--- src/rtl/addsub_pkg.sv ---
// Shared types and constants for the nibble-serial add/subtract unit.
package addsub_pkg;

  typedef enum logic [1:0] {
    IDLE = 2'd0,
    RUN  = 2'd1,
    DONE = 2'd2
  } state_t;

  localparam int SLICE_W = 4;

  // Signed extremes for an operand width up to 64 bits; callers truncate to width.
  function automatic logic [63:0] signed_max(input int w);
    return (64'd1 << (w - 1)) - 64'd1;
  endfunction

  function automatic logic [63:0] signed_min(input int w);
    return 64'd1 << (w - 1);
  endfunction

endpackage

--- src/rtl/adder_4bit_cla_simple.sv ---
// 4-bit carry-lookahead slice with group propagate/generate outputs.
module adder_4bit_cla_simple (
  output logic       Propagate,
  output logic       Generate,
  output logic [3:0] Sum,
  input  logic [3:0] A,
  input  logic [3:0] B,
  input  logic       Cin
);

  logic [3:0] w_p;
  logic [3:0] w_g;
  logic [4:0] w_c;

  assign w_p = A ^ B;
  assign w_g = A & B;

  assign w_c[0] = Cin;
  assign w_c[1] = w_g[0] | (w_p[0] & Cin);
  assign w_c[2] = w_g[1] | (w_p[1] & w_g[0]) | (w_p[1] & w_p[0] & Cin);
  assign w_c[3] = w_g[2] | (w_p[2] & w_g[1]) | (w_p[2] & w_p[1] & w_g[0])
                | (w_p[2] & w_p[1] & w_p[0] & Cin);
  assign w_c[4] = Generate | (Propagate & Cin);

  assign Propagate = &w_p;
  assign Generate  = w_g[3] | (w_p[3] & w_g[2]) | (w_p[3] & w_p[2] & w_g[1])
                   | (w_p[3] & w_p[2] & w_p[1] & w_g[0]);

  assign Sum = w_p ^ w_c[3:0];

endmodule

--- src/rtl/addsub_seq16_nibble.sv ---
// Multi-cycle add/subtract: one CLA slice reused per nibble, carry threaded through a register.
// Define ADDSUB_SAT_EN to clamp overflowing results to the signed max/min.
module addsub_seq16_nibble
  import addsub_pkg::*;
#(
  parameter int WIDTH = 16
) (
  input  logic             clk,
  input  logic             rst,
  input  logic             start,
  input  logic             sub,
  input  logic [WIDTH-1:0] A,
  input  logic [WIDTH-1:0] B,
  output logic             ready,
  output logic             done,
  output logic [WIDTH-1:0] Sum,
  output logic             Z,
  output logic             N,
  output logic             V
);

  localparam int NIBBLES = WIDTH / SLICE_W;
  localparam int IDX_W   = $clog2(NIBBLES);
  localparam int MSB     = WIDTH - 1;

  state_t           r_state;
  logic [WIDTH-1:0] r_opa;
  logic [WIDTH-1:0] r_opb;
  logic [WIDTH-1:0] r_raw;
  logic [IDX_W-1:0] r_idx;
  logic             r_carry;
  logic [WIDTH-1:0] r_sum;
  logic             r_z;
  logic             r_n;
  logic             r_v;

  logic               w_p;
  logic               w_g;
  logic [SLICE_W-1:0] w_slice_sum;
  logic [SLICE_W-1:0] w_slice_a;
  logic [SLICE_W-1:0] w_slice_b;
  logic [WIDTH-1:0]   w_raw_next;
  logic [WIDTH-1:0]   w_res;
  logic               w_v;
  logic               w_last;

  assign w_slice_a = r_opa[r_idx*SLICE_W +: SLICE_W];
  assign w_slice_b = r_opb[r_idx*SLICE_W +: SLICE_W];

  adder_4bit_cla_simple u_slice (
    .Propagate (w_p),
    .Generate  (w_g),
    .Sum       (w_slice_sum),
    .A         (w_slice_a),
    .B         (w_slice_b),
    .Cin       (r_carry)
  );

  // On the last nibble this is the complete raw result, used for flags directly.
  always_comb begin
    w_raw_next = r_raw;
    w_raw_next[r_idx*SLICE_W +: SLICE_W] = w_slice_sum;
  end

  assign w_last = (r_idx == IDX_W'(NIBBLES - 1));
  assign w_v    = (r_opa[MSB] == r_opb[MSB]) && (w_raw_next[MSB] != r_opa[MSB]);

`ifdef ADDSUB_SAT_EN
  localparam logic [WIDTH-1:0] SMAX = WIDTH'(signed_max(WIDTH));
  localparam logic [WIDTH-1:0] SMIN = WIDTH'(signed_min(WIDTH));
  assign w_res = w_v ? (r_opa[MSB] ? SMIN : SMAX) : w_raw_next;
`else
  assign w_res = w_raw_next;
`endif

  always_ff @(posedge clk) begin
    if (rst) begin
      r_state <= IDLE;
      r_opa   <= '0;
      r_opb   <= '0;
      r_raw   <= '0;
      r_idx   <= '0;
      r_carry <= 1'b0;
      r_sum   <= '0;
      r_z     <= 1'b0;
      r_n     <= 1'b0;
      r_v     <= 1'b0;
    end else begin
      case (r_state)
        IDLE, DONE: begin
          if (start) begin
            r_opa   <= A;
            r_opb   <= sub ? ~B : B;
            r_carry <= sub;
            r_idx   <= '0;
            r_state <= RUN;
          end else begin
            r_state <= IDLE;
          end
        end
        RUN: begin
          r_raw   <= w_raw_next;
          r_carry <= w_g | (w_p & r_carry);
          if (w_last) begin
            r_idx   <= '0;
            r_sum   <= w_res;
            r_z     <= (w_res == '0);
            r_n     <= w_res[MSB];
            r_v     <= w_v;
            r_state <= DONE;
          end else begin
            r_idx <= r_idx + 1'b1;
          end
        end
        default: r_state <= IDLE;
      endcase
    end
  end

  assign ready = (r_state != RUN);
  assign done  = (r_state == DONE);
  assign Sum   = r_sum;
  assign Z     = r_z;
  assign N     = r_n;
  assign V     = r_v;

endmodule

--- config.mk ---
export PLATFORM = sky130hd
export DESIGN_NAME = addsub_seq16_nibble
export DESIGN_NICKNAME = d
export VERILOG_FILES = /design/src/rtl/addsub_pkg.sv /design/src/rtl/adder_4bit_cla_simple.sv /design/src/rtl/addsub_seq16_nibble.sv
export SDC_FILE = /design/constraint.sdc
export NUM_CORES = 1
export LEC_CHECK = 0
export BUFFER_PORTS_ARGS = -buffer_cell sky130_fd_sc_hd__buf_4
export CORE_MARGIN = 2
export CORE_UTILIZATION = 50
export CTS_BUF_LIST = sky130_fd_sc_hd__clkbuf_8
export CTS_CLUSTER_SIZE = 10
export DETAILED_ROUTE_END_ITERATION = 8
export GPL_ROUTABILITY_DRIVEN = 0
export PLACE_DENSITY_LB_ADDON = 0.1
export REMOVE_ABC_BUFFERS = 1
export SYNTH_ARGS = -nofsm -noshare
export SYNTH_HDL_FRONTEND = slang
export SYNTH_SLANG_ARGS = --single-unit
--- constraint.sdc ---
create_clock -name clk -period 2.9 [get_ports clk]
set_clock_uncertainty 0.15 [all_clocks]
set_input_delay 0.145 -clock clk [delete_from_list [all_inputs] [get_ports clk]]
set_output_delay 0.145 -clock clk [all_outputs]
set_load 0.005 [all_outputs]
==> impl_metrics.csv, run 1 <==
group,metric,value,unit
timing,period_needed,2.79,ns
pwr,finalPower,2.46,mW
setup_path,worstSetupPathType,"register to register",
clocking,cts_root_buf,"clkbuf_8",
floorplanning,core,6720,um^2
timing,tightestPinTransition,0.552,ns
timing,hold_viol_final,0,
timing,slew_headroom,63.1,%
routing,drtPass1Iterations,4,
synth,synth-edff-count,0,
flow_run,cap_viol_max_count,0,
routing,vias,2881,
pwr,max-vdd-ir-drop,0.332,mV
floorplanning,die_area,7530,um^2
timing,grt_setup_unrepaired,"no",
clocking,post-cts-setup-buffers,0,
setup_path,critPathMaxStageDelay,0.55,ns
timing,min_period_over_period,96.3,%
layout,diodes,0,
setup_path,cp_slowest_cell,"mux4_2",
placed_design,hpwl,5.08,mm
timing,tns,0,ns
global_route,grt-ovfl-total,0,
floorplanning,num_rows,30,
timing,slew_violations,0,
synth,synth_cells,381,
global_route,grt_max_degree,42,
clocking,clk_path_buf_depth,2,
synth,syn_area_per_cell,8.99,um^2
layout,drive_gt1_share,23.2,%
setup_path,required,3.01,ns
routing,ant_nets,0,
setup_path,path_max_fanout,13,
clocking,htreeDepth,3,
setup_path,worst-endpoint-arrival,2.91,ns
timing,max_freq,0.358,GHz
synth,async_flop_share,0,%
routing,vias_per_cell,5.25,
routing,wire_per_inst,13.8,um
synth,ys.warnings.count,0,
setup_path,worst_setup_path_end_kind,"register",
synth,synth.distinct_cells,44,
pwr,leakage,1.77,nW
global_route,antenna_found_initial,0,
floorplanning,die_w,86.8,um
clocking,cts.sinks,71,
synth,synth_flop_cell,"dfxtp_1",
setup_path,worstPathCellList,"buf_12 > mux4_2 > ha_1 > a21oi_1 > o211ai_1 > a41oi_2 > or3_1 > a311oi_2",
outcome,outcome,"complete, no violations",
timing,finalSetupViolCount,0,
global_route,grt_first_pass_wirelength,12.5,mm
synth,syn_area,3420,um^2
floorplanning,boundaryPins,57,
pwr,p_per_area,547,nW/um^2
clocking,insertion_delay,0.35,ns
synth,ys_seq_area_share,41.5,%
floorplanning,die_h,86.8,um
synth,ys_ff_latch,71,
clocking,numCtsBuffers,9,
global_route,grt_util_all_layers,21.3,%
layout,area_growth,31.1,%
floorplanning,start_util,51.0,%
routing,drc,0,
setup_path,cp-start-kind,"register",
layout,layout.nets,512,
worst_hold_path,min_path_type,"input pin to register",
clocking,cts_tree,"done",
routing,drt_iter0_drc,91,
clocking,clkTransAtPathRegs,0.07,ns
placed_design,portBuffers,56,
routing,wirelength,7.55,mm
global_route,grt_pass1_vias,2692,
## sequential cells by signal, summed over array words and instances, names as in the netlist
| signal | count |
|---|---|
| Sum | 16 |
| V | 1 |
| Z | 1 |
| r_carry | 1 |
| r_idx | 2 |
| r_opa | 16 |
| r_opb | 16 |
| r_raw | 16 |
| r_state | 2 |
## critical path: cells and delay by family (launching register included)
family,cells,cell delay [ns]
fa+ha+maj,1,0.33
flops,1,0.37
simple gates,1,0.35
compound gates,4,0.80
buf+inv,1,0.16
mux,1,0.55
## per-stage QoR
step	setup slack [ns]	cells	cell area (um^2)	util (%)	hold slack (ns)
global placement	0.215	501	3930	58.5	0.244
CTS	0.0984	549	4490	66.8	0.0612
detailed placement	0.143	501	3930	58.5	0.251
finish	0.107	549	4490	66.8	0.0687
floorplan	0.0460	351	3280	-	0.0629
global route	0.0153	549	4490	66.8	0.0966
## timing repair
item,CTS,global route
hold buffers,32,0
gates resized for setup,0,0
hold endpoints to repair,32,0
## layout make-up
class	count	area (um^2)
Fill cell	559	2230
Clock inverter	3	63.8
Sequential cell	71	1420
Multi-Input combinational cell	276	1850
Tap cell	80	100
Inverter	4	15.0
Timing Repair Buffer	102	858
Clock buffer	13	179
## cells in the mapped netlist (4+ instances only)
cell | instances | area (um^2)
a211oi_1 | 45 | 338
a21oi_1 | 35 | 175
and2b_2 | 4 | 35.0
buf_2 | 5 | 25.0
clkbuf_1 | 19 | 71.3
dfxtp_1 | 71 | 1420
ha_1 | 11 | 138
inv_1 | 4 | 15.0
mux4_2 | 8 | 180
nand2_1 | 40 | 150
nor2_1 | 55 | 206
nor2b_1 | 17 | 106
nor3_1 | 4 | 20.0
xnor2_1 | 17 | 149
## per-layer routing
layer / up-vias / global-route usage [%] / wire, um
li1: 1514 / - / -
met1: 1307 / 25.8 / 3410
met2: 49 / 37.1 / 3800
met3: 11 / 3.81 / 219
met4: 0 / 9.38 / 129
met5: - / 0 / 0
## layout by cell type, fill, tap and decap left out, types with 3 or more instances in the layout
master         Yosys  routed
ha_1              11      11
and2b_2            4       4
a32oi_1            3       3
nor2b_4            2       3
buf_4              1      69
nand3_1            3       3
nand2_1           40      40
a21oi_1           35      35
inv_1              4       5
mux4_2             8       8
nor3_1             4       4
dfxtp_1           71      71
clkbuf_8           0      13
a211oi_1          45      45
nor2b_1           17      15
nor2_1            55      55
dlygate4sd3_1      0      32
xnor2_1           17      17
## final timing paths
| check | to | start | slack (ns) | depth (start not counted) |
|---|---|---|---|---|
| setup / recovery | V | r_idx[0] | 0.11 | 8 |
| hold reg to reg | r_opa[7] | r_opa[7] | 0.31 | 2 |
| hold / removal | r_state[0] | rst | 0.07 | 2 |
| setup reg to reg | V | r_idx[0] | 0.11 | 8 |
## power by group
group / internal [mW] / total [mW] / leakage [nW] / switching (mW)
Sequential: 1.03 / 1.07 / 0.581 / 0.0357
Combinational: 0.223 / 0.453 / 1.06 / 0.230
Clock: 0.576 / 0.937 / 0.127 / 0.362
## cells by family (layout without fill, tap and decap cells)
family	count (synthesis)	in the layout	share of synthesized area (%)
and+or+nand+nor	140	140	19.9
AOI/OAI and AO/OA	98	98	19.5
DFF	71	71	41.5
buffers and inverters	34	122	4.68
xor gates and xnor gates	18	18	4.60
adders and majority gates	12	12	4.60
muxes	8	8	5.26
No activity file was read; power rests on OpenSTA's default activity.
==> run 2, diff against run 1 <==
SYNTH_HIERARCHICAL = 1   (was unset)
==> run 2 against run 1 <==
  * Combinational power rose by 6.4%
  * Worst setup slack got worse by 0.092 ns
  * Core utilization is 0.76 points higher
  * Count of clock-buffer cells in the layout shrank 3
  * Clock power fell by 19%
  * First-iteration DRC count is 5.5% higher
  * Cell count is 2.2% higher
  * Global-route usage grew 0.12 points
  * Sequential power barely moved
  * Routed wire length increased by 6.8%
  * Final area grew 1.7%
  * Fmax decreased by 3.2%
==> impl_metrics.csv, run 2 <==
group,metric,value,unit
setup_path,reg2reg_slack,0.02,ns
setup_path,worst-endpoint-arrival,2.97,ns
global_route,grt_use_met3,3.70,%
synth,synth.most_common_cell,"dfxtp_1",
synth,synth_flop_cell,"dfxtp_1",
synth,synth_cells,390,
timing,tightestPinTransition,0.707,ns
routing,wirelength,8.07,mm
routing,vias,3039,
global_route,use_met1,25.5,%
global_route,grt_util_all_layers,21.5,%
floorplanning,die_area,7600,um^2
setup_path,worst_setup_path_end_kind,"register",
global_route,met2_usage,37.3,%
timing,slew_headroom,52.9,%
synth,yosys-top-cells-count,"dfxtp_1, nor2_1, a211oi_1",
pwr,p_int,1.67,mW
layout,area_growth,32.0,%
pwr,p_sw_share,27.2,%
setup_path,r2r-start,"r_idx[0]",
timing,hold_viol_final,0,
pwr,clockPowerShare,33.1,%
clocking,cts_tree,"done",
routing,ant_nets,0,
pwr,pwr-share-seq,45.9,%
placed_design,hpwl,5.29,mm
pwr,combPwrFrac,21.0,%
timing,period_needed,2.88,ns
synth,synth-edff-count,0,
global_route,grt_first_pass_wirelength,12.7,mm
synth,yosysTopAreaCell,"dfxtp_1",
layout,drive_gt1_share,24.3,%
routing,vias_per_cell,5.42,
clocking,cts.sinks,71,
setup_path,cp_top_family,"simple AND/OR/NAND/NOR gates",
synth,ys.warnings.count,6,
flow_run,cap_viol_max_count,0,
floorplanning,boundaryPins,57,
synth,syn_area,3460,um^2
global_route,top_usage_layer,"met2",
routing,wire_per_inst,14.4,um
setup_path,cp_slowest_cell,"mux4_2",
synth,ys_seq_area_share,41.1,%
timing,tns,0,ns
timing,final.setup.worst_slack,0.0152,ns
floorplanning,start_util,51.2,%
clocking,clk_path_buf_depth,2,
synth,async_flop_share,0,%
global_route,grt_pass1_vias,2790,
synth,synthTopCellsByArea,"dfxtp_1, a211oi_1, nor2_1, mux4_2, xnor2_1",
routing,drc,0,
worst_hold_path,worst_hold_path.endpoint,"r_raw[14]",
floorplanning,core,6760,um^2
worst_hold_path,hp-start,"rst",
layout,layout_commonest_cell,"buf_4",
setup_path,required,2.99,ns
timing,max_freq,0.347,GHz
global_route,grt_max_degree,52,
worst_hold_path,hold_depth,2,
timing,slew_violations,0,
pwr,finalPower,2.30,mW
layout,layout.nets,524,
clocking,htreeDepth,3,
setup_path,worstPathCellList,"buf_4 > mux4_2 > ha_4 > nand4_1 > nand3_2 > xor2_2 > or3_4 > a21oi_1 > or2_2 > a31o_1",
placed_design,portBuffers,56,
layout,diodes,0,
setup_path,worstSetupPathType,"register to register",
clocking,cts_root_buf,"clkbuf_8",
pwr,p_per_area,503,nW/um^2
placed_design,dp_slack,-0.115,ns
floorplanning,num_rows,30,
synth,ys_ff_latch,71,
setup_path,cp-start-kind,"register",
global_route,antenna_found_initial,0,
synth,synth.distinct_cells,45,
setup_path,path_buf_inv,1,
routing,drt_iter0_drc,96,
global_route,grt-ovfl-total,0,
synth,syn_area_per_cell,8.87,um^2
routing,drtPass1Iterations,4,
setup_path,ff2ff_path_depth,10,
layout,final_cell_mix,"buf_4, dfxtp_1, nor2_1, nand2_1, a211oi_1",
setup_path,timing.rr.end,"Z",
clocking,numCtsBuffers,9,
floorplanning,die_h,87.2,um
timing,finalSetupViolCount,0,
synth,synth_top_area_share,41.1,%
outcome,outcome,"complete, no violations",
pwr,leakage,1.80,nW
clocking,insertion_delay,0.35,ns
worst_hold_path,min_path_type,"input pin to register",
pwr,p_sw,625,uW
pwr,max-vdd-ir-drop,0.297,mV
setup_path,critPathMaxStageDelay,0.56,ns
floorplanning,die_w,87.2,um
setup_path,path_max_fanout,5,
clocking,clkTransAtPathRegs,0.07,ns
timing,min_period_over_period,99.5,%
[run 2: changes by cell type after synthesis, sizes merged, moves of 3 or more]
cell / previous run / this run
a211oi: 45 / 40
a32oi: 3 / 6
nor2b: 19 / 14
inv: 4 / 11
a22oi: 0 / 7
clkbuf: 19 / 23
a21oi: 35 / 31
[run 2: final cells by class]
type,count,area (um^2)
multi-input cells,275,1920
repair buffers,108,891
well taps,80,100
clock buffers,10,138
clock inverters,6,52.6
fillers,550,2190
flip-flops and latches,71,1430
inverters,11,41.3
[run 2: stage by stage]
stage               std cells  hold WS [ns]  util, %  area (um^2)
floorplan                 357        0.0629        -         3310
global placement          510         0.242     58.8         3970
detailed placement        510         0.251     58.8         3970
CTS                       558        0.0540     66.4         4490
global route              561        0.0822     67.6         4570
finish                    561        0.0665     67.6         4570
[run 2: what timing repair did]
action	4_1_cts	5_1_grt
hold endpoints to repair	32	0
setup buffers	0	3
setup endpoints to repair	2	2
resized for setup	2	9
gates cloned	0	0
hold buffers	32	0
pin swaps	0	1
[run 2: power by group through the flow]
stage | clock, mW | combinational (mW) | sequential [mW]
finish | 0.760 | 0.482 | 1.06
floorplan | 0 | 0.239 | 1.07
detailed placement | 0 | 0.410 | 1.08
global route | 0.812 | 0.524 | 1.06
CTS | 0.781 | 0.449 | 1.06
global placement | 0 | 0.401 | 1.08
[run 2: worst max path at each step]
stage / to / cells past startpoint / start / slack (ns)
2_1_floorplan: V / 8 / r_idx[0] / -0.35
3_3_place_gp: Z / 10 / r_idx[0] / 0.04
3_5_place_dp: V / 9 / r_idx[0] / -0.11
4_1_cts: Z / 8 / r_idx[1] / 0.03
5_1_grt: V / 9 / r_idx[0] / -0.07
6_report: Z / 10 / r_idx[0] / 0.02
[run 2: kinds of logic after synthesis]
kind of cell	after synthesis	share of synthesized area (%)
simple gates	138	18.6
compound gates	96	19.7
flops	71	41.1
buf+inv	44	5.42
xor+xnor	19	4.81
fa+ha+maj	12	4.56
mux	10	5.78
[run 2: worst reg2reg max path: cells and delay by family (launching register included)]
family          cells  cell delay [ns]
compound gates      2             0.26
xor+xnor            1             0.25
fa+ha+maj           1             0.30
buf+inv             1             0.16
flops               1             0.38
mux                 1             0.56
simple gates        4             0.72
[run 2: layer usage]
layer	part of all wire, %	vias to the layer above
met4	2.3	0
met5	0	-
met2	51	56
li1	-	1551
met3	2.9	16
met1	44	1416
